--- config.mk ---
export PLATFORM = sky130hd
export DESIGN_NAME = rgu_result_fifo_flat
export DESIGN_NICKNAME = d
export VERILOG_FILES = /design/src/rtl/rgu_result_fifo_if.sv /design/src/rtl/rgu_result_fifo.sv /design/src/flat_wrapper.sv
export SDC_FILE = /design/constraint.sdc
export NUM_CORES = 1
export LEC_CHECK = 0
export CAP_MARGIN = 20
export CORE_MARGIN = 10
export CORE_UTILIZATION = 40
export DETAILED_ROUTE_END_ITERATION = 16
export SYNTH_ARGS = -nofsm -noshare
export SYNTH_HDL_FRONTEND = slang
export SYNTH_SLANG_ARGS = --single-unit
--- constraint.sdc ---
create_clock -name iClock -period 7.22 [get_ports iClock]
set_input_delay 0.722 -clock iClock [delete_from_list [all_inputs] [get_ports iClock]]
set_output_delay 0.722 -clock iClock [all_outputs]
set_load 0.02 [all_outputs]
--- src/rtl/rgu_result_fifo_if.sv ---
// Bus between the RGU push path / UART host bridge and the result FIFO.
// Signal names keep the RGU's iX/oX spelling so they trace to the FIFO's pins.
interface rgu_result_fifo_if #(
  parameter int unsigned DATA_WIDTH = 32
);
  logic                  iEnable;
  logic                  iFifoPush;
  logic [DATA_WIDTH-1:0] iFifoData;
  logic                  iUartSelected;
  logic                  iUartWrite;
  logic [7:0]            iUartAddr;
  logic [DATA_WIDTH-1:0] iUartData;
  logic [DATA_WIDTH-1:0] oUartData;
  logic                  oFifoFull;
  logic                  oFifoNotEmpty;

  modport master (
    output iEnable, iFifoPush, iFifoData, iUartSelected, iUartWrite, iUartAddr, iUartData,
    input  oUartData, oFifoFull, oFifoNotEmpty
  );

  modport slave (
    input  iEnable, iFifoPush, iFifoData, iUartSelected, iUartWrite, iUartAddr, iUartData,
    output oUartData, oFifoFull, oFifoNotEmpty
  );
endinterface

--- src/rtl/rgu_result_fifo.sv ---
// Circular buffer capturing RGU push results, drained by the host over the UART
// register protocol (DATA pop, STATUS, CONTROL flush/clear, PUSHCNT).
module rgu_result_fifo #(
  parameter int unsigned DATA_WIDTH = 32,
  parameter int unsigned DEPTH_LOG2 = 4
) (
  input logic              iClock,
  input logic              iReset,
  rgu_result_fifo_if.slave bus
);
  localparam int unsigned Depth  = 1 << DEPTH_LOG2;
  localparam int unsigned CountW = DEPTH_LOG2 + 1;

  localparam logic [7:0] AddrData    = 8'h00;
  localparam logic [7:0] AddrStatus  = 8'h01;
  localparam logic [7:0] AddrControl = 8'h02;
  localparam logic [7:0] AddrPushCnt = 8'h03;

  logic [DATA_WIDTH-1:0] mem [Depth];
  logic [DEPTH_LOG2-1:0] wrPtrQ, rdPtrQ;
  logic [CountW-1:0]     countQ, countD;
  logic [DATA_WIDTH-1:0] pushCntQ;
  logic                  overflowQ, underflowQ;
  logic                  selQ, armedQ;
  logic [DATA_WIDTH-1:0] rdDataQ, uartDataQ;
  logic                  rdPendQ;
  logic                  fullQ, notEmptyQ;

  logic                  strobe, rdStrobe, wrStrobe;
  logic                  empty, full;
  logic                  pushReq, popReq, popOk, pushOk;
  logic                  flush, clear, overflowSet, underflowSet;
  logic [DATA_WIDTH-1:0] statusWord, rdWord;

  // armedQ blocks a strobe until select has been seen low, so a select held
  // high across reset does not fire an access.
  assign strobe   = bus.iUartSelected & ~selQ & armedQ;
  assign rdStrobe = strobe & ~bus.iUartWrite;
  assign wrStrobe = strobe & bus.iUartWrite;

  assign empty = (countQ == '0);
  assign full  = (countQ == CountW'(Depth));

  assign pushReq      = bus.iEnable & bus.iFifoPush;
  assign popReq       = rdStrobe & (bus.iUartAddr == AddrData);
  assign popOk        = popReq & ~empty;
  assign underflowSet = popReq & empty;
  assign flush        = wrStrobe & (bus.iUartAddr == AddrControl) & bus.iUartData[0];
  assign clear        = wrStrobe & (bus.iUartAddr == AddrControl) & bus.iUartData[1];
  assign pushOk       = pushReq & (~full | popOk) & ~flush;
  assign overflowSet  = pushReq & full & ~popOk & ~flush;

  always_comb begin
    countD = countQ;
    if (flush) begin
      countD = '0;
    end else if (pushOk && !popOk) begin
      countD = countQ + CountW'(1);
    end else if (popOk && !pushOk) begin
      countD = countQ - CountW'(1);
    end
  end

  always_comb begin
    statusWord       = '0;
    statusWord[0]    = empty;
    statusWord[1]    = full;
    statusWord[2]    = overflowQ;
    statusWord[3]    = underflowQ;
    statusWord[15:8] = 8'(countQ);
    rdWord           = '0;
    case (bus.iUartAddr)
      AddrData:    if (!empty) rdWord = mem[rdPtrQ];
      AddrStatus:  rdWord = statusWord;
      AddrPushCnt: rdWord = pushCntQ;
      default:     rdWord = '0;
    endcase
  end

  // Storage is not reset; pointers and count define what is valid.
  always_ff @(posedge iClock) begin
    if (pushOk) mem[wrPtrQ] <= bus.iFifoData;
  end

  always_ff @(posedge iClock) begin
    if (iReset) begin
      wrPtrQ     <= '0;
      rdPtrQ     <= '0;
      countQ     <= '0;
      pushCntQ   <= '0;
      overflowQ  <= 1'b0;
      underflowQ <= 1'b0;
      selQ       <= 1'b0;
      armedQ     <= 1'b0;
      rdDataQ    <= '0;
      rdPendQ    <= 1'b0;
      uartDataQ  <= '0;
      fullQ      <= 1'b0;
      notEmptyQ  <= 1'b0;
    end else begin
      selQ    <= bus.iUartSelected;
      armedQ  <= armedQ | ~bus.iUartSelected;
      countQ  <= countD;
      rdPendQ <= rdStrobe;
      if (rdStrobe) rdDataQ <= rdWord;
      if (rdPendQ) uartDataQ <= rdDataQ;
      if (flush) begin
        wrPtrQ <= '0;
        rdPtrQ <= '0;
      end else begin
        if (pushOk) wrPtrQ <= wrPtrQ + DEPTH_LOG2'(1);
        if (popOk)  rdPtrQ <= rdPtrQ + DEPTH_LOG2'(1);
      end
      if (pushOk) pushCntQ <= pushCntQ + DATA_WIDTH'(1);
      overflowQ  <= (overflowQ & ~clear) | overflowSet;
      underflowQ <= (underflowQ & ~clear) | underflowSet;
      fullQ      <= (countD == CountW'(Depth));
      notEmptyQ  <= (countD != '0);
    end
  end

  assign bus.oUartData     = uartDataQ;
  assign bus.oFifoFull     = fullQ;
  assign bus.oFifoNotEmpty = notEmptyQ;

  logic unusedData;
  assign unusedData = ^bus.iUartData[DATA_WIDTH-1:2];
endmodule

--- src/flat_wrapper.sv ---
// flat-port wrapper written by rule: the top's interface ports become plain ports
module rgu_result_fifo_flat 
#(
  parameter int unsigned DATA_WIDTH = 32,
  parameter int unsigned DEPTH_LOG2 = 4
)
  (iClock, iReset, bus_iEnable, bus_iFifoPush, bus_iFifoData, bus_iUartSelected, bus_iUartWrite, bus_iUartAddr, bus_iUartData, bus_oUartData, bus_oFifoFull, bus_oFifoNotEmpty);
  rgu_result_fifo_if #(.DATA_WIDTH(DATA_WIDTH)) bus_i ();
  input logic iClock;
  input logic iReset;
  input wire logic [$bits(bus_i.iEnable)-1:0] bus_iEnable;
  input wire logic [$bits(bus_i.iFifoPush)-1:0] bus_iFifoPush;
  input wire logic [$bits(bus_i.iFifoData)-1:0] bus_iFifoData;
  input wire logic [$bits(bus_i.iUartSelected)-1:0] bus_iUartSelected;
  input wire logic [$bits(bus_i.iUartWrite)-1:0] bus_iUartWrite;
  input wire logic [$bits(bus_i.iUartAddr)-1:0] bus_iUartAddr;
  input wire logic [$bits(bus_i.iUartData)-1:0] bus_iUartData;
  output wire logic [$bits(bus_i.oUartData)-1:0] bus_oUartData;
  output wire logic [$bits(bus_i.oFifoFull)-1:0] bus_oFifoFull;
  output wire logic [$bits(bus_i.oFifoNotEmpty)-1:0] bus_oFifoNotEmpty;
  assign bus_i.iEnable = bus_iEnable;
  assign bus_i.iFifoPush = bus_iFifoPush;
  assign bus_i.iFifoData = bus_iFifoData;
  assign bus_i.iUartSelected = bus_iUartSelected;
  assign bus_i.iUartWrite = bus_iUartWrite;
  assign bus_i.iUartAddr = bus_iUartAddr;
  assign bus_i.iUartData = bus_iUartData;
  assign bus_oUartData = bus_i.oUartData;
  assign bus_oFifoFull = bus_i.oFifoFull;
  assign bus_oFifoNotEmpty = bus_i.oFifoNotEmpty;
  rgu_result_fifo #(.DATA_WIDTH(DATA_WIDTH), .DEPTH_LOG2(DEPTH_LOG2)) u_core (.iClock(iClock), .iReset(iReset), .bus(bus_i));
endmodule
Yosys cells after proc, flatten, opt, wreduce, memory -nomap -nowiden
Memory sizes are Yosys's and may differ from the RTL's. A register that Yosys moved wholly into a read port is not among the register bits.
Index checks and enable logic that the tools add are counted.
{ "word_totals": {"regBits": 116, "memories": 1, "inputBits": 78, "elab_cells": 71, "output_inout_bits": 34, "mem_bits_rw": 512} }
{ "mem_list": {"columns": ["memory", "depth", "width", "read_ports", "rd_ports_with_merged_regs", "write_ports", "line_no", "source"], "rows": [
  ["u_core.mem", 16, 32, 1, 1, 1, "rgu_result_fifo.sv:19", "logic [DATA_WIDTH-1:0] mem [Depth];"]
]} }
{ "classes": {"n_eq_ne": 5, "muxes": 9, "n_reduce_logical": 8, "addsub": 5, "n_bitwise": 30} }
{ "op_table": {"columns": ["op", "n"], "rows": [
  ["$pmux W32 S3", 1],
  ["$add A32 B1 Y32 const B", 1],
  ["$mux W32", 1],
  ["$and A1 B1 Y1", 18],
  ["$eq A8 B2 Y1 const B", 2],
  ["$mux W5", 3],
  ["$eq A5 B5 Y1 const B", 2],
  ["$add A4 B1 Y4 const B", 2],
  ["$eq A8 B1 Y1 const B", 1],
  ["$logic_not A8 Y1", 1],
  ["$mux W4", 2],
  ["$not A1 Y1", 8],
  ["$add A5 B1 Y5 const B", 1],
  ["$logic_not A5 Y1", 1],
  ["$reduce_bool A5 Y1", 1],
  ["$sub A5 B1 Y5 const B", 1],
  ["$or A1 B1 Y1", 4],
  ["$logic_and A1 B1 Y1", 2],
  ["$logic_not A1 Y1", 2],
  ["$mux W1", 2],
  ["$reduce_or A2 Y1", 1]
]} }

Depth between registers and ports, before layout
{ "depth": {"word_depth": 15, "mapped_depth": 10, "depth_no_buf": 8} }

Worst setup path after synthesis
Ideal clock, no wire load.
{ "synth_timing": {"path_type": "input to register", "from": "in bus_iUartAddr[0]", "to": "mem u_core.mem[0][0], enable pin", "stages": 8, "slack_ns": 2.362, "arrival_ns": 4.398, "setup_time_ns": 0.461, "t_required_ns": 6.759, "path_buffers": 2, "cell_sequence": "buf_2 and4b_2 nand4_1 nand2_1 clkbuf_1 nor2_1 nand2_1 nor3_1"} }
{ "synth_between": {"elab_chain_cells": 8, "word_cells_on_any_way": 12, "classes_between": "eq/ne: 1; mux: 2; bitwise: 8; reduce/logical: 1"} }
{ "synth_rtl": {"columns": ["item", "line_no", "source"], "rows": [
  ["from (decl)", "flat_wrapper.sv:16", "input wire logic [$bits(bus_i.iUartAddr)-1:0] bus_iUartAddr;"],
  ["$logic_not A8 Y1", "rgu_result_fifo.sv:45", "assign popReq = rdStrobe & (bus.iUartAddr == AddrData);"],
  ["$and A1 B1 Y1", "rgu_result_fifo.sv:45", null],
  ["$and A1 B1 Y1", "rgu_result_fifo.sv:46", "assign popOk = popReq & ~empty;"],
  ["$or A1 B1 Y1", "rgu_result_fifo.sv:50", "assign pushOk = pushReq & (~full | popOk) & ~flush;"],
  ["$and A1 B1 Y1", "rgu_result_fifo.sv:50", null],
  ["$and A1 B1 Y1 (*)", "rgu_result_fifo.sv:50", null],
  ["$mux W1 (*)", "rgu_result_fifo.sv:82", "if (pushOk) mem[wrPtrQ] <= bus.iFifoData;"],
  ["$mux W1 (not written as such) (*)", "rgu_result_fifo.sv:82", null],
  ["to (decl)", "rgu_result_fifo.sv:19", null]
]} }
Every way passes the cells marked *; elsewhere a longest branch is shown, timed or not.

Worst setup path in the final report
{ "layout_timing": {"from": "in bus_iUartWrite", "to": "mem u_core.mem[1][22], enable pin"} }
{ "layout_between": {"elab_chain_cells": 9, "word_cells_on_any_way": 13, "classes_between": "mux: 2; bitwise: 11"} }
{ "layout_rtl": {"columns": ["item", "line_no", "source"], "rows": [
  ["from (decl)", "flat_wrapper.sv:15", "input wire logic [$bits(bus_i.iUartWrite)-1:0] bus_iUartWrite;"],
  ["$not A1 Y1", "rgu_result_fifo.sv:38", "assign rdStrobe = strobe & ~bus.iUartWrite;"],
  ["$and A1 B1 Y1", "rgu_result_fifo.sv:38", null],
  ["$and A1 B1 Y1", "rgu_result_fifo.sv:45", null],
  ["$and A1 B1 Y1", "rgu_result_fifo.sv:46", null],
  ["$or A1 B1 Y1", "rgu_result_fifo.sv:50", null],
  ["$and A1 B1 Y1", "rgu_result_fifo.sv:50", null],
  ["$and A1 B1 Y1 (*)", "rgu_result_fifo.sv:50", null],
  ["$mux W1 (*)", "rgu_result_fifo.sv:82", null],
  ["$mux W1 (not written as such) (*)", "rgu_result_fifo.sv:82", null]
]} }
Marked as above.

==> flow_metrics.env <==
export IMPL_outcome="completed"
export IMPL_first_pass_iters=5
export IMPL_ys_warn_count=0
export IMPL_wire_per_inst_um=23.86
export IMPL_portBuffers=81
export IMPL_syn_avg_cell_area_um2=18.59
export IMPL_synth_seq_cells=632
export IMPL_design_core_area_um2=60580
export IMPL_grt_max_degree=106
export IMPL_area_growth_pct=15.55
export IMPL_cts_buffers=66
export IMPL_vdd_ir_drop_max_uv=189.9
export IMPL_fp_dieArea_um2=71790
export IMPL_drc=0
export IMPL_grt_pass1_vias=12590
export IMPL_h_tree_depth=3
export IMPL_syn_nets=1410
export IMPL_ys_seq_area_share_pct=72.29
export IMPL_fillers=5057
export IMPL_slew_headroom_pct=27.78
export IMPL_cts_root_buf="clkbuf_16"
export IMPL_ant_nets=0
export IMPL_fmax_mhz=224.6
export IMPL_tritoncts="done"
export IMPL_powerDensity_nw_per_um2=257.0
export IMPL_worstMarginPinSlew_ns=1.083
export IMPL_routed_via_density=5.457
export IMPL_clock_latency_ns=0.60
export IMPL_skew_ns=0.02139
export IMPL_post_route_min_period_ns=4.452
export IMPL_die_h_um=267.9
export IMPL_synth_edf_count=512
export IMPL_dr_total_vias=12270
export IMPL_grt_first_pass_wirelength_mm=80.74
export IMPL_ctsHoldBuffers=0
export IMPL_placement_rows=90
export IMPL_gp_congestion=0.7638
export IMPL_crit_path_start_kind="input pin"
export IMPL_rsz0062_at_grt="no"
export IMPL_postCtsResizedCells=0
export IMPL_clockBufferDepth=3
export IMPL_antenna_found_initial=5
export IMPL_synth_ff_type="edfxtp_1"
export IMPL_setup_viol=0
export IMPL_fin_area_um2=28410
export IMPL_cp_arrival_ns=4.73
export IMPL_drt_iter0_drc=843
export IMPL_cp_required_ns=7.50
export IMPL_period_share_pct=61.66
export IMPL_postSynth_asyncResetShare_pct=0
export IMPL_clock_sinks=632
export IMPL_mostFrequentLayoutCell="edfxtp_1"
export IMPL_clk_pin_slew_ns=0.06
export IMPL_postSynthCellCount=1323
export IMPL_hold_violations=0
export IMPL_dp_final_hpwl_mm=31.30
export IMPL_hp_class="reg2reg"
export IMPL_end_kind="flip-flop"
export IMPL_post_dp_cell_area_um2=26420
export IMPL_postCtsSetupBuffers=0
export IMPL_final_max_slew_viol_count=0
export IMPL_drv_cap=0
export IMPL_final_cell_mix="512 x edfxtp_1, 158 x mux4_2, 116 x nor2_1, 115 x dfxtp_1, 80 x clkdlybuf4s50_1"
export IMPL_die_w_um=267.9
export IMPL_n_antenna_cell=0
export IMPL_criticalPathCategory="in2reg"
export IMPL_synth_cell_type_count=60
export IMPL_wl_mm=53.65
export IMPL_leakage_nw=8.547
export IMPL_overflow=0
export IMPL_path_max_fanout=57
export IMPL_ioPinCount=112
export IMPL_grt_usage_pct=15.09
export IMPL_synth_area_um2=24590
export IMPL_start_util_pct=40.59
export IMPL_fin_nets=1506
export IMPL_drive_gt1_share_pct=21.62
export IMPL_tns_ns=0
==> stage by stage <==
step | setup WS [ns] | power (mW) | utilization, % | hold slack, ns | std cells
2_1_floorplan | 2.362 | 4.141 | - | 0.4316 | 1323
3_3_place_gp | 2.236 | 4.239 | 43.60 | 0.4636 | 2132
3_5_place_dp | 2.179 | 4.248 | 43.62 | 0.4743 | 2133
4_1_cts | 2.781 | 7.393 | 46.90 | 0.4829 | 2248
5_1_grt | 2.499 | 7.548 | 46.90 | 0.4855 | 2248
6_report | 2.768 | 7.301 | 46.90 | 0.4893 | 2248
==> Yosys cell counts, types with 11 or more instances <==
| cell | n | area [µm²] |
|---|---|---|
| a211oi_1 | 31 | 232.7 |
| a21oi_1 | 11 | 55.05 |
| a22oi_1 | 26 | 195.2 |
| buf_2 | 19 | 95.09 |
| clkbuf_1 | 51 | 191.4 |
| dfxtp_1 | 120 | 2402 |
| edfxtp_1 | 512 | 15370 |
| inv_1 | 12 | 45.04 |
| mux2i_1 | 38 | 380.4 |
| mux4_2 | 158 | 3558 |
| nand2_1 | 29 | 108.9 |
| nand3_1 | 13 | 65.06 |
| nor2_1 | 128 | 480.5 |
| nor3_1 | 22 | 110.1 |
| nor4_1 | 12 | 75.07 |
| xnor2_1 | 33 | 289.0 |
==> path summary, 6_finish.rpt <==
path	startpoint	slack, ns	cells after the start	endpoint
setup / recovery	bus_iUartWrite	2.77	9	u_core.mem[1][22]$_DFFE_PP_
hold / removal	u_core.rdDataQ[12]$_SDFFE_PP0P_	0.49	2	u_core.rdDataQ[12]$_SDFFE_PP0P_
setup reg to reg	u_core.armedQ$_SDFF_PP0_	3.03	8	u_core.mem[1][22]$_DFFE_PP_
hold reg to reg	u_core.rdDataQ[12]$_SDFFE_PP0P_	0.49	2	u_core.rdDataQ[12]$_SDFFE_PP0P_
==> registers in the layout, indices dropped and copies added, names as in the netlist, named ones only <==
register and flops:
u_core.bus.oFifoNotEmpty 1, u_core.rdPendQ 1, u_core.wrPtrQ 4, u_core.overflowQ 1, u_core.rdPtrQ 4, u_core.rdDataQ 32
u_core.mem 512, u_core.selQ 1, u_core.pushCntQ 32, u_core.bus.oUartData 32, u_core.armedQ 1, u_core.bus.oFifoFull 1
u_core.underflowQ 1, u_core.countQ 5
==> per-layer routing <==
layer  global-route usage [%]  vias up  wire (µm)
met3                    3.282       82       2870
met1                    20.17     6379      23580
met5                        0        -         57
met4                    4.427        8       1079
li1                         -     5539          -
met2                    24.51      259      26050
==> kinds of logic after synthesis <==
kind of cell	count (synthesis)	synth area share, %
buffers and inverters	92	1.572
XOR/XNOR	37	1.318
AO/OA/AOI/OAI	98	3.002
AND/OR/NAND/NOR	256	5.200
multiplexers	199	16.16
flip-flops	632	72.29
adder cells (fa/ha/maj)	9	0.4580
==> final cells by class <==
cell class                 count  area (µm²)  share of cell area [%]
sequential                   632       17790                   62.61
multi-input combinational    599        6551                   23.06
clock buffer                  84        1804                   6.350
timing repair buffer         108        1061                   3.734
tap                          782       978.4                   3.444
clock inverter                31       185.2                  0.6517
inverter                      12       45.04                  0.1585
==> worst max-delay path, stage by stage <==
cell	delay, ns
clkdlybuf4s50_1	0.50
nor4bb_4	0.30
buf_4	0.49
and4_1	0.45
nor2_2	0.14
nor2_1	0.50
nand2_1	0.36
nor3_2	0.89
buf_12	0.32
==> power breakdown <==
part,leakage (nW),internal (mW),switching [mW]
sequential,5.59,3.96,0.0167
clock,0.982,1.77,1.36
combinational,1.98,0.0726,0.118
total,8.55,5.81,1.50
Power figures use the tool's default switching activity.
